**config.mk**
```make
export PLATFORM = sky130hd
export DESIGN_NAME = systolic_sequencer
export DESIGN_NICKNAME = d
export VERILOG_FILES = /design/src/rtl/systolic_sequencer.sv
export SDC_FILE = /design/constraint.sdc
export NUM_CORES = 1
export LEC_CHECK = 0
export CAP_MARGIN = 40
export CORE_MARGIN = 5
export CORE_UTILIZATION = 52
export DETAILED_ROUTE_END_ITERATION = 10
export PLACE_DENSITY = 0.8
export SYNTH_ARGS = -nofsm -noshare
export SYNTH_HDL_FRONTEND = slang
export SYNTH_SLANG_ARGS = --single-unit
```
**constraint.sdc**
```tcl
create_clock -name clk -period 2.35 [get_ports clk]
set_input_delay 0.235 -clock clk [delete_from_list [all_inputs] [get_ports clk]]
set_output_delay 0.235 -clock clk [all_outputs]
set_load 0.02 [all_outputs]
```
**src/rtl/systolic_sequencer.sv**
```systemverilog
// Control FSM sequencing one 4x4 systolic matrix-multiply job: load, clear, feed, drain, done.
// Define SYSTOLIC_SEQ_PERF_EN to add the jobs_done / busy_cycles performance counters.
module systolic_sequencer #(
    parameter int FEED_LEN     = 7,
    parameter int DRAIN_CYCLES = 7,
    parameter int CNT_W        = 6
) (
    input  logic             clk,
    input  logic             rst,
    input  logic             start,
    input  logic             abort,
    output logic             load,
    output logic [CNT_W-1:0] count,
    output logic             pe_clear,
    output logic             pe_en,
    output logic             busy,
    output logic             done
`ifdef SYSTOLIC_SEQ_PERF_EN
    ,
    output logic [15:0]      jobs_done,
    output logic [31:0]      busy_cycles
`endif
);

    localparam int DW = $clog2(DRAIN_CYCLES + 1);
    localparam logic [CNT_W-1:0] FEED_LAST = CNT_W'(FEED_LEN);
    localparam logic [CNT_W-1:0] CNT_ONE   = CNT_W'(1);
    localparam logic [DW-1:0]    DRN_LAST  = DW'(DRAIN_CYCLES);
    localparam logic [DW-1:0]    DRN_ONE   = DW'(1);

    typedef enum logic [2:0] {
        IDLE, LOAD, CLEAR, FEED, DRAIN, DONE
    } state_t;

    state_t           state_q, state_d;
    logic [DW-1:0]    drain_q, drain_d;
    logic             load_q, load_d;
    logic [CNT_W-1:0] count_q, count_d;
    logic             pe_clear_q, pe_clear_d;
    logic             pe_en_q, pe_en_d;
    logic             busy_q, busy_d;
    logic             done_q, done_d;
`ifdef SYSTOLIC_SEQ_PERF_EN
    logic [15:0]      jobs_done_q, jobs_done_d;
    logic [31:0]      busy_cycles_q, busy_cycles_d;
`endif

    // Outputs are computed for the next state so they are live in that state's own cycle.
    always_comb begin
        state_d    = state_q;
        drain_d    = drain_q;
        load_d     = 1'b0;
        count_d    = '0;
        pe_clear_d = 1'b0;
        pe_en_d    = 1'b0;
        busy_d     = 1'b0;
        done_d     = 1'b0;
        case (state_q)
            IDLE: begin
                if (start) begin
                    state_d = LOAD;
                    load_d  = 1'b1;
                    busy_d  = 1'b1;
                end
            end
            LOAD: begin
                state_d    = CLEAR;
                pe_clear_d = 1'b1;
                busy_d     = 1'b1;
            end
            CLEAR: begin
                state_d = FEED;
                count_d = CNT_ONE;
                busy_d  = 1'b1;
            end
            FEED: begin
                busy_d  = 1'b1;
                pe_en_d = 1'b1;
                if (count_q == FEED_LAST) begin
                    state_d = DRAIN;
                    drain_d = DRN_ONE;
                end else begin
                    count_d = count_q + CNT_ONE;
                end
            end
            DRAIN: begin
                busy_d = 1'b1;
                if (drain_q == DRN_LAST) begin
                    state_d = DONE;
                    done_d  = 1'b1;
                end else begin
                    drain_d = drain_q + DRN_ONE;
                    pe_en_d = 1'b1;
                end
            end
            DONE: state_d = IDLE;
            default: state_d = IDLE;
        endcase
        if (abort && state_q != IDLE) begin
            state_d    = IDLE;
            load_d     = 1'b0;
            count_d    = '0;
            pe_clear_d = 1'b0;
            pe_en_d    = 1'b0;
            busy_d     = 1'b0;
            done_d     = 1'b0;
        end
`ifdef SYSTOLIC_SEQ_PERF_EN
        jobs_done_d   = jobs_done_q;
        if (done_d && jobs_done_q != 16'hFFFF)
            jobs_done_d = jobs_done_q + 16'd1;
        busy_cycles_d = busy_cycles_q + {31'd0, busy_q};
`endif
    end

    always_ff @(posedge clk) begin
        if (rst) begin
            state_q    <= IDLE;
            drain_q    <= '0;
            load_q     <= 1'b0;
            count_q    <= '0;
            pe_clear_q <= 1'b0;
            pe_en_q    <= 1'b0;
            busy_q     <= 1'b0;
            done_q     <= 1'b0;
`ifdef SYSTOLIC_SEQ_PERF_EN
            jobs_done_q   <= '0;
            busy_cycles_q <= '0;
`endif
        end else begin
            state_q    <= state_d;
            drain_q    <= drain_d;
            load_q     <= load_d;
            count_q    <= count_d;
            pe_clear_q <= pe_clear_d;
            pe_en_q    <= pe_en_d;
            busy_q     <= busy_d;
            done_q     <= done_d;
`ifdef SYSTOLIC_SEQ_PERF_EN
            jobs_done_q   <= jobs_done_d;
            busy_cycles_q <= busy_cycles_d;
`endif
        end
    end

    assign load     = load_q;
    assign count    = count_q;
    assign pe_clear = pe_clear_q;
    assign pe_en    = pe_en_q;
    assign busy     = busy_q;
    assign done     = done_q;
`ifdef SYSTOLIC_SEQ_PERF_EN
    assign jobs_done   = jobs_done_q;
    assign busy_cycles = busy_cycles_q;
`endif

endmodule

```
==> flow_summary.toml, run 1 <==
[run_status]
outcome = "completed"

[grt]
grt_pass1_vias = 592
overflow = 0
antenna_found_initial = 0
grt_max_degree = 13
grt_first_pass_wirelength_um = 2730
grtUsageTotal = 0.145

[final_layout]
syn_to_final_growth_pct = 21.0
final_nets = 102
final_core_util = 0.689
drive_gt1_frac = 0.0957
antenna_cells = 0

[power_and_ir_drop]
powerDensity_mw_per_mm2 = 579
power_leakage_nw = 0.317
ir_drop_mv = 0.392

[clocking]
cts_tree = "done"
clk_pin_slew_worst_paths_ns = 0.10
clkLatencyLatePin_ns = 0.30
post_cts_resized = 0
clockBufferDepth = 2
h-tree-depth = 1
post_cts_buffers = 0
hold_buffers = 0
cts_sinks = 17
cts_root_buffer = "clkbuf_4"
cts_made_buffers = 3

[setup_path]
path_class = "reg2out"
timing.rr.end = "count[3]$_SDFF_PP0_"
startpoint = "count[4]$_SDFF_PP0_"
reg2reg_from = "state_q[2]$_SDFFE_PP0P_"
r2r_slack_ns = 0.68
crit_buf_inv = 1
slowest_stage = "clkdlybuf4s50_1"
startpoint_type = "register"
crit_fanout = 7
cp.required_ns = 2.12
arrival_ns = 1.44
cpPeakStageDelay_ns = 0.66
crit_chain = "clkdlybuf4s50_1"
endpoint = "count[4]"
cp.depth = 1
crit_path_end_kind = "output port"
reg2reg_depth = 4
worst_path_dominant_cell_family = "buffers and inverters"

[sta]
relSlewSlack = 0.762
period_share = 0.711
fin_crit_ns = 1.67
final-setup-viol-count = 0
worst_pin_slew_ns = 0.357
tns_ns = 0
final_hold_viol_count = 0
rsz0062_at_grt = "no"
timing.fmax_ghz = 0.599
clock-skew-final_ns = 0.00793
drv_slew = 0

[drt]
dr.pass1.iters = 4
wl_per_cell_um = 14.3
num_vias = 623
drt_wl_total_um = 1560
ant_nets = 0
drc = 0
drtIter0Drc = 16
vias_per_cell = 5.72

[floorplan]
core_area_sq_mm = 0.00135
initial_core_util = 0.569
num_io_pins = 15
die-area_sq_mm = 0.00235
row_count = 13
dieWidth_um = 48.4
chipHeight_um = 48.4

[place]
port_buffers = 14
gp_congestion = 0.839
hpwlAfterDp_um = 1200

[yosys]
post-synth-top-area-cell = "dfxtp_1"
seq_area_frac_synth = 0.443
ys_ff_latch = 17
async_reset_ff_frac = 0
synth.most_common_cell = "dfxtp_1"
synth.distinct_cells = 32
synth_warnings = 0
syn-mean-instance-area_sq_um = 9.60
synth.net_count = 87
dominantRegCellSynth = "dfxtp_1"
synth_area_leaders = "dfxtp_1 (44%), nor2_1 (5.4%), ha_1 (4.9%)"
synth_area_sq_um = 768
netlist_top_cells_count = "dfxtp_1 (17), nor2_1 (11), nor4_1 (6)"
synth_top_area_frac = 0.443
synth_edf_count = 0
synth_cells = 80

[min_path]
hold_path.class = "reg2reg"

[flow_run]
max_cap_viol_count = 0
## metrics by stage
step	worst slack [ns]	cells	total power [mW]	hold slack, ns	instance area, sq um
floorplan	0.704	80	0.364	0.311	768
global placement	0.696	105	0.385	0.468	902
detailed placement	0.672	105	0.386	0.490	902
CTS	0.672	109	0.541	0.496	930
global route	0.576	109	0.564	0.528	930
finish	0.679	109	0.538	0.496	930
## cells in the final DEF (no fill, tap or decap), drive strengths merged, types with 3 or more instances in the layout
| cell | n |
|---|---|
| or3 | 3 |
| dfxtp | 17 |
| ha | 3 |
| nor2 | 11 |
| clkdlybuf4s50 | 14 |
| nor4 | 6 |
| a21oi | 3 |
| clkbuf | 3 |
## cell type report
type                       instances  area, sq um
multi-input combinational         57          395
sequential                        17          340
tap                               15         18.8
timing repair buffer              14          140
clock buffer                       3         22.5
inverter                           2         7.51
fill                             110          420
clock inverter                     1         5.00
## cell families (layout without fill, tap and decap cells)
group,Yosys count,count (layout),share of synthesized area
simple gates,36,36,0.277
flops,17,17,0.443
xor+xnor,4,4,0.0456
buf+inv,6,20,0.0423
compound gates,12,12,0.117
mux,2,2,0.0261
fa+ha+maj,3,3,0.0489
## power breakdown
| group | leakage, nW | switching [mW] | internal [mW] |
|---|---|---|---|
| registers | 0.138 | 0.0124 | 0.299 |
| logic | 0.162 | 0.0350 | 0.0336 |
| clock network | 0.0177 | 0.0951 | 0.0634 |
| total | 0.317 | 0.143 | 0.396 |
## routing by layer
layer / vias to the layer above / part of all wire / global-route usage
met5: - / 0 / 0
met1: 289 / 0.49 / 0.198
met2: 12 / 0.44 / 0.204
met4: 0 / 0.015 / 0.0599
met3: 2 / 0.051 / 0.0520
li1: 320 / - / -
## worst min path at each step
stage                            start                 endpoint  cells after the start
5_1_grt        drain_q[0]$_SDFFE_PP0P_  drain_q[0]$_SDFFE_PP0P_                      1
6_report       drain_q[0]$_SDFFE_PP0P_  drain_q[0]$_SDFFE_PP0P_                      1
4_1_cts        drain_q[0]$_SDFFE_PP0P_  drain_q[0]$_SDFFE_PP0P_                      1
3_5_place_dp   drain_q[0]$_SDFFE_PP0P_  drain_q[0]$_SDFFE_PP0P_                      1
2_1_floorplan                    abort      count[2]$_SDFF_PP0_                      1
3_3_place_gp   drain_q[0]$_SDFFE_PP0P_  drain_q[0]$_SDFFE_PP0P_                      1
## flip-flops by register name, summed over array words and instances (netlist names)
signal	cells
count	6
drain_q	3
state_q	3
busy	1
done	1
load	1
pe_clear	1
pe_en	1
(Power assumes the default switching activity.)
==> inputs of run 2 (changes only) <==
CORE_UTILIZATION = 48   (was 52)
PLACE_DENSITY = 0.75   (was 0.8)
clock period = 1.56 ns   (was 2.35 ns; I/O delays follow)
==> run 2 against run 1 <==
  * Non-clock buffer count grew 13
  * Sequential share of layout area shrank 4.1 points
  * Worst hold slack lost 0.018 ns
  * Clock skew shrank 0.0062 ns
  * Utilization grew 1.9 points
  * Wire length grew 16%
  * Via count grew 11%
  * Total power grew 54%
  * Global-route usage grew 0.36 points
  * Critical path type is now reg2reg
==> flow_summary.toml, run 2 (same netlist as run 1, synthesis figures left out) <==
[final_layout]
syn_to_final_growth_pct = 38.8
final_nets = 115
fillers = 122
layout_commonest_cell = "buf_4"
largest_reg_flops = 6
layout_common_cells = "buf_4 (13), dfxtp_1 (12), nor2_1 (11), clkdlybuf4s50_1 (11), nor4_1 (6)"
antenna_cells = 0
drive_gt1_frac = 0.280

[setup_path]
path_class = "reg2reg"
reg2reg_from = "state_q[1]$_SDFFE_PP0P_"
cp.required_ns = 1.79
timing.rr.end = "count[5]$_SDFF_PP0_"
startpoint_type = "register"
arrival_ns = 1.72
r2r_slack_ns = 0.06
crit_fanout = 5
crit_path_end_kind = "register"
reg2reg_depth = 4

[drt]
num_vias = 691
drc = 0
drt_wl_total_um = 1810
drtIter0Drc = 13
ant_nets = 0
wl_per_cell_um = 14.7
vias_per_cell = 5.62
dr.pass1.iters = 5

[floorplan]
num_io_pins = 15
die-area_sq_mm = 0.00250
initial_core_util = 0.510
core_area_sq_mm = 0.00151
dieWidth_um = 50.0
row_count = 14
chipHeight_um = 50.0

[clocking]
cts_root_buffer = "clkbuf_4"
clkLatencyLatePin_ns = 0.28
clk_pin_slew_worst_paths_ns = 0.09
cts_made_buffers = 3
cts_sinks = 17
h-tree-depth = 1
clockBufferDepth = 2
hold_buffers = 0
cts_tree = "done"

[grt]
overflow = 0
grtUsageTotal = 0.149
antenna_found_initial = 0
grt_first_pass_wirelength_um = 2990
grt_max_degree = 10
grt_pass1_vias = 666

[place]
hpwlAfterDp_um = 1330
gp_congestion = 0.801
port_buffers = 14

[power_and_ir_drop]
swShare = 0.250
power_frac_comb = 0.160
p_clk_frac = 0.278
power_leakage_nw = 0.416
p_switching_mw = 0.207
p_int_mw = 0.621
powerDensity_mw_per_mm2 = 776
ir_drop_mv = 0.469
pwr-share-seq = 0.562
total_power_mw = 0.828

[sta]
timing.fmax_ghz = 0.668
drv_slew = 0
worst_pin_slew_ns = 0.309
fin_crit_ns = 1.50
rsz0062_at_grt = "no"
period_share = 0.960
whs_ns = 0.478
final_hold_viol_count = 0
final-setup-viol-count = 0
clock-skew-final_ns = 0.00169
relSlewSlack = 0.794

[min_path]
worstHoldEndpoint = "drain_q[0]$_SDFFE_PP0P_"
hold_path.startpoint = "drain_q[0]$_SDFFE_PP0P_"
hold_path.class = "reg2reg"
worstHoldPathCells = 1

[flow_run]
max_cap_viol_count = 0

[run_status]
outcome = "completed"
==> run 2: cell types whose count changed in the layout (fill, tap and decap cells not counted), sizes merged <==
cell / change
dlygate4sd2: +2
clkbuf: +1
clkdlybuf4s50: -3
dlymetal6s2s: +1
buf: +13
clkinv: -1
==> run 2: per-layer routing <==
layer	track usage	share of wire	routed length [um]
met1	0.204	0.48	864
met2	0.236	0.47	859
met3	0.0301	0.040	73
met4	0.0349	0.0088	16
met5	0	0	0
==> run 2: stage by stage <==
step	instance area, sq um	setup TNS, ns	setup slack (ns)	utilization	cells
after floorplan	773	0	0.00168	-	80
after global placement	1010	0	0.00667	0.668	119
after detailed placement	1010	-0.0503	-0.0503	0.668	119
after CTS	1050	0	0.00233	0.694	123
after global routing	1070	0	0.00833	0.708	123
final	1070	0	0.0625	0.708	123
==> run 2: worst max-delay path by stage <==
stage	slack, ns	from	cells past startpoint	endpoint
after detailed placement	-0.05	count[0]$_SDFF_PP0_	5	drain_q[1]$_SDFFE_PP0P_
final	0.06	state_q[1]$_SDFFE_PP0P_	4	count[5]$_SDFF_PP0_
after CTS	0.002	count[0]$_SDFF_PP0_	5	drain_q[1]$_SDFFE_PP0P_
after floorplan	0.002	count[0]$_SDFF_PP0_	5	drain_q[1]$_SDFFE_PP0P_
after global placement	0.007	count[0]$_SDFF_PP0_	5	drain_q[1]$_SDFFE_PP0P_
after global routing	0.008	state_q[1]$_SDFFE_PP0P_	4	count[0]$_SDFF_PP0_
==> run 2: what timing repair did <==
| item | 4_1_cts | 5_1_grt |
|---|---|---|
| endpoints found under the setup margin | 2 | 5 |
| buffers inserted | 0 | 0 |
| gates resized for setup | 3 | 7 |
| pin swaps | 0 | 1 |
==> run 2: power groups by stage <==
stage,Combinational [mW],Sequential (mW),Clock (mW)
after floorplan,0.0701,0.479,0
after CTS,0.130,0.464,0.234
after global placement,0.129,0.473,0
after detailed placement,0.130,0.474,0
final,0.132,0.465,0.230
after global routing,0.141,0.469,0.259
==> run 2: area by class of cell <==
type | instances | area [sq um] | share of cell area
inverters | 2 | 7.51 | 0.00704
clock buffers | 4 | 26.3 | 0.0246
flip-flops and latches | 17 | 347 | 0.325
multi-input cells | 57 | 428 | 0.401
well taps | 16 | 20.0 | 0.0188
repair buffers | 27 | 238 | 0.223
==> run 2: critical path, cell delays in order (launching register included) <==
cell and delay [ns]:
dfxtp_2 0.35, or3_4 0.39, a21o_4 0.21, or3_4 0.39
nor2_1 0.10
==> inputs of run 3 (changes only) <==
CORE_ASPECT_RATIO = 1.4   (was not set)
CORE_UTILIZATION = 35   (was 48)
PLACE_DENSITY = not set   (was 0.75)
clock period = 1.7 ns   (was 1.56 ns; I/O delays follow)
==> run 3 against run 2 <==
  * Sequential cell count unchanged
  * Global-route usage down 3.9 points
  * Worst hold slack better by 0.025 ns
  * Register-to-register slack improved by 0.05 ns
  * Non-clock buffer count fell by 7
  * Utilization shrank 23 points
  * Clock power decreased by 6%
  * First-iteration DRC count down 15%
  * Setup slack better by 0.014 ns
  * Count of clock-buffer cells in the layout stayed put
  * Via count decreased by 4.8%
==> flow_summary.toml, run 3 (same netlist as run 1, synthesis figures left out) <==
[final_layout]
layout_common_cells = "dfxtp_1 (17), clkdlybuf4s50_1 (14), nor2_1 (11)"
antenna_cells = 0
regArea_sq_um = 340
largest_reg_flops = 6
multi_input_area_sq_um = 419
syn_to_final_growth_pct = 30.9
layout_commonest_cell = "dfxtp_1"
final_nets = 108
fin_area_sq_mm = 0.00101
fillers = 190
drive_gt1_frac = 0.170
final_core_util = 0.473

[run_status]
outcome = "completed"

[sta]
relSlewSlack = 0.812
timing.fmax_ghz = 0.616
clock-skew-final_ns = 0.00353
drv_slew = 0
period_share = 0.955
final-setup-viol-count = 0
final_hold_viol_count = 0
rsz0062_at_grt = "no"
worst_pin_slew_ns = 0.282
fin_crit_ns = 1.62
tns_ns = 0

[drt]
ant_nets = 0
dr.pass1.iters = 4
drc = 0
vias_per_cell = 5.39
drtIter0Drc = 11
wl_per_cell_um = 13.6
drt_wl_total_um = 1660
num_vias = 658

[place]
post_dp_cell_area_sq_um = 956
gp_congestion = 0.729
port_buffers = 14
hpwlAfterDp_um = 1260

[floorplan]
row_count = 20
chipHeight_um = 65.4
die-area_sq_mm = 0.00325
dieWidth_um = 49.6
initial_core_util = 0.361
core_area_sq_mm = 0.00213
num_io_pins = 15

[min_path]
hold_path.startpoint = "drain_q[0]$_SDFFE_PP0P_"
worstHoldPathCells = 1
worstHoldEndpoint = "drain_q[0]$_SDFFE_PP0P_"
hold_path.class = "reg2reg"

[power_and_ir_drop]
power_leakage_nw = 0.343
total_power_mw = 0.751
powerDensity_mw_per_mm2 = 747
ir_drop_mv = 0.526

[clocking]
post_cts_buffers = 0
clockBufferDepth = 2
cts_root_buffer = "clkbuf_4"
cts_sinks = 17
clk_pin_slew_worst_paths_ns = 0.10
h-tree-depth = 1
clkLatencyLatePin_ns = 0.29
cts_tree = "done"
cts_made_buffers = 3

[setup_path]
slowest_stage = "clkdlybuf4s50_1"
arrival_ns = 1.45
crit_buf_inv = 1
crit_fanout = 7
reg2reg_depth = 4
startpoint_type = "register"
worst_path_dominant_cell_family = "buffers and inverters"
crit_path_end_kind = "output port"
reg2reg_from = "state_q[1]$_SDFFE_PP0P_"
cpPeakStageDelay_ns = 0.67
cp.required_ns = 1.53
path_class = "reg2out"
r2r_slack_ns = 0.11
timing.rr.end = "count[5]$_SDFF_PP0_"
crit_chain = "clkdlybuf4s50_1"

[grt]
grtUsageTotal = 0.110
grt_pass1_vias = 657
grt_max_degree = 10
grt_first_pass_wirelength_um = 2770
antenna_found_initial = 0
overflow = 0

[flow_run]
max_cap_viol_count = 0
## run 3: per-stage QoR
stage | cells | setup slack (ns) | hold WS, ns
4_1_cts | 122 | 0.0397 | 0.497
2_1_floorplan | 80 | 0.0536 | 0.246
3_3_place_gp | 118 | 0.0994 | 0.464
5_1_grt | 122 | 0.0336 | 0.512
6_report | 122 | 0.0770 | 0.503
3_5_place_dp | 118 | 0.0675 | 0.481
## run 3: worst max-delay path by stage
stage / start / to / cells after the start
floorplan: count[0]$_SDFF_PP0_ / drain_q[1]$_SDFFE_PP0P_ / 5
global placement: count[0]$_SDFF_PP0_ / drain_q[1]$_SDFFE_PP0P_ / 5
detailed placement: count[0]$_SDFF_PP0_ / drain_q[1]$_SDFFE_PP0P_ / 5
CTS: count[0]$_SDFF_PP0_ / drain_q[1]$_SDFFE_PP0P_ / 5
global route: count[4]$_SDFF_PP0_ / count[4] / 1
finish: count[4]$_SDFF_PP0_ / count[4] / 1
## run 3: per-layer routing
metal / GRT usage / wire length (um) / vias to the layer above
met5: 0 / 0 / -
met4: 0.0689 / 51 / 0
met3: 0.0204 / 59 / 5
met2: 0.197 / 877 / 16
met1: 0.114 / 673 / 306
li1: - / - / 331
## run 3: final cells by class
cell class / instances / share of cell area
clock buffers: 4 / 0.0261
well taps: 22 / 0.0274
flip-flops and latches: 17 / 0.338
repair buffers: 20 / 0.184
inverters: 2 / 0.00746
multi-input cells: 57 / 0.417
## run 3: timing repair
action	4_1_cts	5_1_grt
endpoints found under the setup margin	0	2
gates resized for setup	0	3
hold buffers	0	0
## run 3: report_power, final
part / total [mW] / switching [mW] / internal [mW]
clock: 0.217 / 0.126 / 0.0914
combinational: 0.107 / 0.0517 / 0.0553
sequential: 0.427 / 0.0139 / 0.413
total: 0.751 / 0.192 / 0.560
